==> src/rtl/mem_port_arbiter.sv <==
// Round-robin arbiter sharing one DataMemory port between the instruction-side
// (req0) and data-side (req1) cache controllers, with a per-access watchdog.
module mem_port_arbiter #(
    parameter int data_length    = 32,
    parameter int address_length = 10,
    parameter int line_width     = 128,
    parameter int timeout_cycles = 64
) (
    input  logic                      clock,
    input  logic                      reset,
    input  logic                      req0_read,
    input  logic                      req0_write,
    input  logic [address_length-1:0] req0_address,
    input  logic [data_length-1:0]    req0_wdata,
    output logic [line_width-1:0]     req0_rdata,
    output logic                      req0_ready,
    output logic                      req0_error,
    input  logic                      req1_read,
    input  logic                      req1_write,
    input  logic [address_length-1:0] req1_address,
    input  logic [data_length-1:0]    req1_wdata,
    output logic [line_width-1:0]     req1_rdata,
    output logic                      req1_ready,
    output logic                      req1_error,
    output logic                      mem_read_en,
    output logic                      mem_write_en,
    output logic [address_length-1:0] mem_address,
    output logic [data_length-1:0]    mem_wdata,
    input  logic [line_width-1:0]     mem_rdata,
    input  logic                      mem_ready,
    output logic [1:0]                grant,
    output logic                      busy
);
    localparam int CNT_W = (timeout_cycles > 1) ? $clog2(timeout_cycles) : 1;
    localparam logic [CNT_W-1:0] CNT_LIM = CNT_W'((timeout_cycles > 0) ? timeout_cycles - 1 : 0);
    localparam bit WDOG_EN = (timeout_cycles != 0);

    typedef enum logic [1:0] {IDLE, ACCESS, RESPOND} state_t;

    logic [1:0]                      req_rd, req_wr, pend;
    logic [1:0][address_length-1:0]  req_addr;
    logic [1:0][data_length-1:0]     req_wd;

    assign req_rd   = {req1_read, req0_read};
    assign req_wr   = {req1_write, req0_write};
    assign req_addr = {req1_address, req0_address};
    assign req_wd   = {req1_wdata, req0_wdata};
    assign pend     = req_rd | req_wr;

    state_t                      state_q, state_d;
    logic                        last_q, last_d;
    logic [CNT_W-1:0]            cnt_q, cnt_d;
    logic                        rd_en_q, rd_en_d, wr_en_q, wr_en_d;
    logic [address_length-1:0]   addr_q, addr_d;
    logic [data_length-1:0]      wdata_q, wdata_d;
    logic [1:0]                  grant_q, grant_d;
    logic [1:0][line_width-1:0]  rdata_q, rdata_d;
    logic [1:0]                  ready_q, ready_d, error_q, error_d;
    logic                        busy_q, busy_d;

    logic win, owner, timeout;

    assign owner   = grant_q[1];
    assign timeout = WDOG_EN && (cnt_q == CNT_LIM);

    always_comb begin
        state_d = state_q;
        last_d  = last_q;
        cnt_d   = cnt_q;
        rd_en_d = rd_en_q;
        wr_en_d = wr_en_q;
        addr_d  = addr_q;
        wdata_d = wdata_q;
        grant_d = grant_q;
        rdata_d = rdata_q;
        ready_d = '0;
        error_d = '0;
        busy_d  = busy_q;
        win     = 1'b0;
        case (state_q)
            IDLE: begin
                if (|pend) begin
                    // Contention goes to whoever did not win last time.
                    win     = (&pend) ? ~last_q : pend[1];
                    rd_en_d = req_rd[win];
                    wr_en_d = req_wr[win] & ~req_rd[win];
                    addr_d  = req_addr[win];
                    wdata_d = req_wd[win];
                    grant_d = win ? 2'b10 : 2'b01;
                    last_d  = win;
                    cnt_d   = '0;
                    busy_d  = 1'b1;
                    state_d = ACCESS;
                end
            end
            ACCESS: begin
                cnt_d = cnt_q + CNT_W'(1);
                if (mem_ready || timeout) begin
                    rd_en_d        = 1'b0;
                    wr_en_d        = 1'b0;
                    ready_d[owner] = 1'b1;
                    state_d        = RESPOND;
                    // A ready arriving on the timeout cycle still counts as success.
                    if (mem_ready) begin
                        if (rd_en_q) rdata_d[owner] = mem_rdata;
                    end else begin
                        error_d[owner] = 1'b1;
                    end
                end
            end
            RESPOND: begin
                grant_d = '0;
                busy_d  = 1'b0;
                state_d = IDLE;
            end
            default: state_d = IDLE;
        endcase
    end

    always_ff @(posedge clock) begin
        if (reset) begin
            state_q <= IDLE;
            last_q  <= 1'b1;
            cnt_q   <= '0;
            rd_en_q <= 1'b0;
            wr_en_q <= 1'b0;
            addr_q  <= '0;
            wdata_q <= '0;
            grant_q <= '0;
            rdata_q <= '0;
            ready_q <= '0;
            error_q <= '0;
            busy_q  <= 1'b0;
        end else begin
            state_q <= state_d;
            last_q  <= last_d;
            cnt_q   <= cnt_d;
            rd_en_q <= rd_en_d;
            wr_en_q <= wr_en_d;
            addr_q  <= addr_d;
            wdata_q <= wdata_d;
            grant_q <= grant_d;
            rdata_q <= rdata_d;
            ready_q <= ready_d;
            error_q <= error_d;
            busy_q  <= busy_d;
        end
    end

    assign req0_rdata   = rdata_q[0];
    assign req1_rdata   = rdata_q[1];
    assign req0_ready   = ready_q[0];
    assign req1_ready   = ready_q[1];
    assign req0_error   = error_q[0];
    assign req1_error   = error_q[1];
    assign mem_read_en  = rd_en_q;
    assign mem_write_en = wr_en_q;
    assign mem_address  = addr_q;
    assign mem_wdata    = wdata_q;
    assign grant        = grant_q;
    assign busy         = busy_q;

endmodule

==> config.mk <==
export PLATFORM = sky130hd
export DESIGN_NAME = mem_port_arbiter
export DESIGN_NICKNAME = d
export VERILOG_FILES = /design/src/rtl/mem_port_arbiter.sv
export SDC_FILE = /design/constraint.sdc
export NUM_CORES = 1
export LEC_CHECK = 0
export CORE_AREA = 2 2 206 208
export DETAILED_ROUTE_END_ITERATION = 8
export DIE_AREA = 0 0 208 210
export PLACE_DENSITY = 0.69
export REMOVE_ABC_BUFFERS = 1
export SYNTH_ARGS = -nofsm -noshare
export SYNTH_HDL_FRONTEND = slang
export SYNTH_SLANG_ARGS = --single-unit
==> constraint.sdc <==
create_clock -name clock -period 3.75 [get_ports clock]
set_input_delay 0.75 -clock clock [delete_from_list [all_inputs] [get_ports clock]]
set_output_delay 0.75 -clock clock [all_outputs]
set_load 0.02 [all_outputs]
* Word-level counts from Yosys, hierarchy flattened
Cells that the tools add are included.
Widths: inputs -> output; s select.
** Word-level totals
- Word-level logic and storage cells :: 72
- Output and inout port bits :: 307
- Register bits :: 316
- Input bits :: 219
** Cells by class
- Reduce and logical (&&, ||, !) cells :: 15
- Magnitude comparators :: 3
- Equal/unequal tests :: 5
- Add/sub/neg operators :: 1
- Bitwise logic cells :: 6
- Multiplexer cells :: 29
** Operator list (number)
- $bwmux 256 :: 1
- $demux 128 s1 :: 1
- $mux 128 :: 1
- $mux 32 :: 2
- $mux 10 :: 2
- $pmux 6 s2 :: 1
- $mux 1 :: 10
- $reduce_and 2->1 :: 5
- $mux 2 :: 4
- $pmux 2 s2 :: 2
- $add 6x1->6 const B :: 1
- $eq 6x6->1 const B :: 1
- $mux 6 :: 1
- $pmux 1 s2 :: 3
- $lt 1x2->1 const B :: 2
- $ne 2x2->1 const B :: 2
- $not 1->1 :: 4
- $reduce_and 4->1 :: 1
- $reduce_bool 2->1 :: 2
- $reduce_or 4->1 :: 1
- $reduce_and 3->1 :: 1
- $reduce_or 3->1 :: 1
- $eq 2x1->1 const B :: 1
- $eq 2x2->1 const B :: 1
- other kinds (8) :: 8

* Logic depth before layout (Yosys ltp)
- Depth in word-level cells :: 9
- Mapped depth :: 8
- Mapped depth without buffers :: 5

* Least setup slack after synthesis
OpenSTA, ideal clock, no wires.
- Kind :: input -> register
- Start point :: input port reset
- End point :: register addr_q[0] (netlist: mem_address[0])
- Setup time :: 0.059 ns
- Data arrival time :: 1.823 ns
- Path slack :: 1.868 ns
- Stages on the path :: 6
- Data required time :: 3.691 ns
- Buffers on the path :: 2
- Cell sequence :: clkbuf_1 > or3_4 > nor3b_2 > buf_2 > and2_1 > a221o_1
** RTL lines
- from (decl) :: line 10 : input logic reset,
- to (signal assigned) :: line 140 : addr_q <= addr_d;
- to (decl) :: line 54 : logic [address_length-1:0] addr_q, addr_d;

* Final worst setup path
- Start point :: register state_q[1]
- End point :: register rdata_q, in the netlist req1_rdata[74]
** On the way
- Longest elaborated chain between the ends :: 2
** RTL lines
- from (decl) :: line 50 : state_t state_q, state_d;
- from (signal assigned) :: line 135 : state_q <= state_d;
- $eq 2x1->1 :: line 80 : case (state_q)
- $reduce_and 4->1 (no source line)
- to (signal assigned) :: line 143 : rdata_q <= rdata_d;
- to (decl) :: line 57 : logic [1:0][line_width-1:0] rdata_q, rdata_d;
No other way between the ends.
A chain may end at the register's enable or synchronous reset.

==> out/qor.csv <==
stage,metric,value,unit
cells_and_area,nNetsFinal,2058,
setup_path,worstPathCellList,nand2b_1 -> or3_4 -> buf_12 -> nand2_1 -> a21oi_1,
global_routing,grt_pass1_wl,59450,um
logic_synthesis,synth_area_leader_cell,dfxtp_1,
setup_path,startpoint_type,flip-flop,
cells_and_area,drive_gt1_share,4.402,%
drt,dr.max_layer_used,met5,
timing,tns,0,ns
floorplanning,die-area,43680,sq um
logic_synthesis,synth_ff_type,dfxtp_1,
setup_path,cp_data_required_time,4.19,ns
floorplanning,fp.dieW,208,um
drt,viasPerCell,4.600,
cells_and_area,fin_cells,2403,
setup_path,critPathMaxFanout,62,
placement,gp_congestion,0.8170,
setup_path,crit_arrival,2.96,ns
logic_synthesis,yosys_warnings,0,
floorplanning,io_pins,526,
drt,drc,0,
cells_and_area,final_cell_area,18090,sq um
clocking,clk_latency,0.54,ns
timing,max_freq,397.8,MHz
floorplanning,coreArea,41480,sq um
logic_synthesis,ys_seq_area_share,55.61,%
logic_synthesis,synth_cell_types,39,
timing,final-hold-violation-count,0,
power_and_ir_drop,power.clock.fraction,43.6,%
worst_hold_path,hold_path_class,flip-flop to flip-flop,
logic_synthesis,synth_edf_count,0,
clocking,htree_levels,2,
timing,postLayoutSetupSlackWorst,1.236,ns
placement,port_buffers,525,
drt,wl_per_cell,16.32,um
timing,fin_crit,2.514,ns
clocking,holdBufCountCts,0,
timing,rsz0062_at_grt,false,
floorplanning,start_util,27.43,%
logic_synthesis,synth_seq_cells,316,
drt,met3_length,3210,um
clocking,post_cts_resized,0,
logic_synthesis,async_reset_ff_share,0,%
job,drv_cap,0,
placement,place_area,16940,sq um
global_routing,grt_max_degree,220,
setup_path,end_kind,flip-flop,
timing,slew_viol_final,0,
cells_and_area,fin_util,43.60,%
logic_synthesis,synthTopCellsByCount,"nand2_1, dfxtp_1, a21oi_1",
drt,drt-met1-wl,15760,um
power_and_ir_drop,total_power,7.880,mW
power_and_ir_drop,p_leak,6.178,nW
cells_and_area,fillers,4050,
floorplanning,fp-row-count,75,
timing,worstMarginPinSlew,0.9601,ns
setup_path,crit_slowest_cell,or3_4,
power_and_ir_drop,p_int,5.989,mW
logic_synthesis,ys_top_cells_by_area,"dfxtp_1, nand2_1, a21oi_1",
drt,first_iter_violations,633,
logic_synthesis,netlist_instances,1364,
power_and_ir_drop,worst_ir_drop_vdd,0.2671,mV
power_and_ir_drop,swShare,24.00,%
logic_synthesis,post_synth.cell_area_avg,8.340,sq um
floorplanning,fp.dieH,210,um
timing,clock_skew,0.02431,ns
timing,finalSetupViolations,0,
clocking,cts_sinks,316,
clocking,cts_max_path_buffers,3,
logic_synthesis,synthMostInstantiatedCell,nand2_1,
logic_synthesis,netlist_area,11380,sq um
placement,pre_cts_slack,0.7787,ns
power_and_ir_drop,power_density,435.7,nW/um^2
drt,drtAntennaViolNets,0,
clocking,cts_setup_buffers,0,
cells_and_area,synthToLayoutAreaGrowth,58.99,%
drt,vias,11050,
setup_path,crit_type,flip-flop to flip-flop,
drt,drt-total-wl,39220,um
timing,finalCritPeriodShare,67.04,%
placement,hpwl,27230,um
placement,dp.cells,2340,
power_and_ir_drop,pwr-share-seq,44.8,%
logic_synthesis,yosysTopAreaCellShare,55.61,%
power_and_ir_drop,p_switching,1.892,mW
power_and_ir_drop,power_frac_comb,11.6,%
global_routing,antenna_found_initial,2,
clocking,cts_tree,yes,
timing,slew_headroom,35.99,%
timing,whs,0.4506,ns
setup_path,max_stage_delay,0.66,ns
clocking,clkTransAtPathRegs,0.06,ns
global_routing,grt_usage,16.97,%
global_routing,first_global_vias,10730,
drt,wl_met2,18920,um
global_routing,grt-ovfl-total,0,
outcome,outcome,"complete, no violations",
clocking,cts.root.buffer_cell,clkbuf_16,
drt,first_pass_iters,5,
clocking,cts_buffers,35,
[flip-flops by register name (all words and copies together) (netlist names)]
signal / count
error_q: 2
cnt_q: 6
grant: 2
req0_rdata: 128
mem_address: 10
last_q: 1
ready_q: 2
mem_wdata: 32
state_q: 2
req1_rdata: 128
mem_write_en: 1
busy: 1
mem_read_en: 1
[cell usage in the layout (no fill, tap or decap), types with 2 or more instances in the layout]
master and count:
clkinv_2 5, nand2_1 519, inv_6 4, nor3_1 2
nor4_1 3, clkdlybuf4s50_1 524, buf_4 9, and2_1 22
nand2b_1 3, clkbuf_16 35, buf_12 7, o21ai_0 2
or3_4 3, dfxtp_1 316, clkbuf_8 7, mux2i_1 20
nand3_1 4, nor2_1 31, a21o_1 2, o311ai_0 2
clkbuf_1 8, a211oi_1 21, a221o_1 22, a21oi_1 264
a311oi_1 2, nor3_4 3, bufinv_16 3, inv_1 3
[worst max-delay path: cells and delay by family (launching register included)]
family                 cells  cell delay (ns)
and+or+nand+nor            3             1.29
DFF                        1             0.50
buffers and inverters      1             0.35
AOI/OAI and AO/OA          1             0.17
[power groups by stage]
stage	logic [mW]	clock network, mW	registers, mW
floorplan	0.217	0	3.70
global placement	0.909	0	3.59
detailed placement	0.917	0	3.60
CTS	0.921	3.55	3.53
global route	0.977	3.68	3.54
finish	0.914	3.44	3.53
[per-layer routing]
metal	GRT usage, %	vias up
met1	19.50	5051
li1	-	5443
met5	0	-
met2	29.17	482
met4	6.628	2
met3	5.647	76
[final cells by class]
cell class                 count  area, sq um  area share (%)
sequential                   316         6326           34.98
timing repair buffer         541         5466           30.22
multi-input combinational    941         4459           24.66
clock buffer                  49        988.4           5.465
tap                          539        674.4           3.729
clock inverter                13        157.7          0.8717
inverter                       3        11.26         0.06226
antenna                        1        2.502         0.01384
[final timing paths]
check / from / slack (ns) / depth (start not counted) / end
worst min-delay path: req1_rdata[7]$_SDFFE_PP0P_ / 0.45 / 2 / req1_rdata[7]$_SDFFE_PP0P_
worst max-delay path: state_q[1]$_SDFFE_PP0P_ / 1.24 / 5 / req1_rdata[74]$_SDFFE_PP0P_
worst max register to register: state_q[1]$_SDFFE_PP0P_ / 1.24 / 5 / req1_rdata[74]$_SDFFE_PP0P_
worst min register to register: req1_rdata[7]$_SDFFE_PP0P_ / 0.45 / 2 / req1_rdata[7]$_SDFFE_PP0P_
[cells by family (layout without fill, tap and decap cells)]
group                      after synthesis  count (layout)  synth area share (%)
adders and majority gates                1               1                0.1100
buffers and inverters                  107             606                 5.477
AOI/OAI and AO/OA                      321             321                 15.89
and+or+nand+nor                        598             598                 21.05
muxes                                   21              21                 1.859
other                                    0               1                     0
DFF                                    316             316                 55.61
Note: power is estimated with default switching activity, not from simulation.
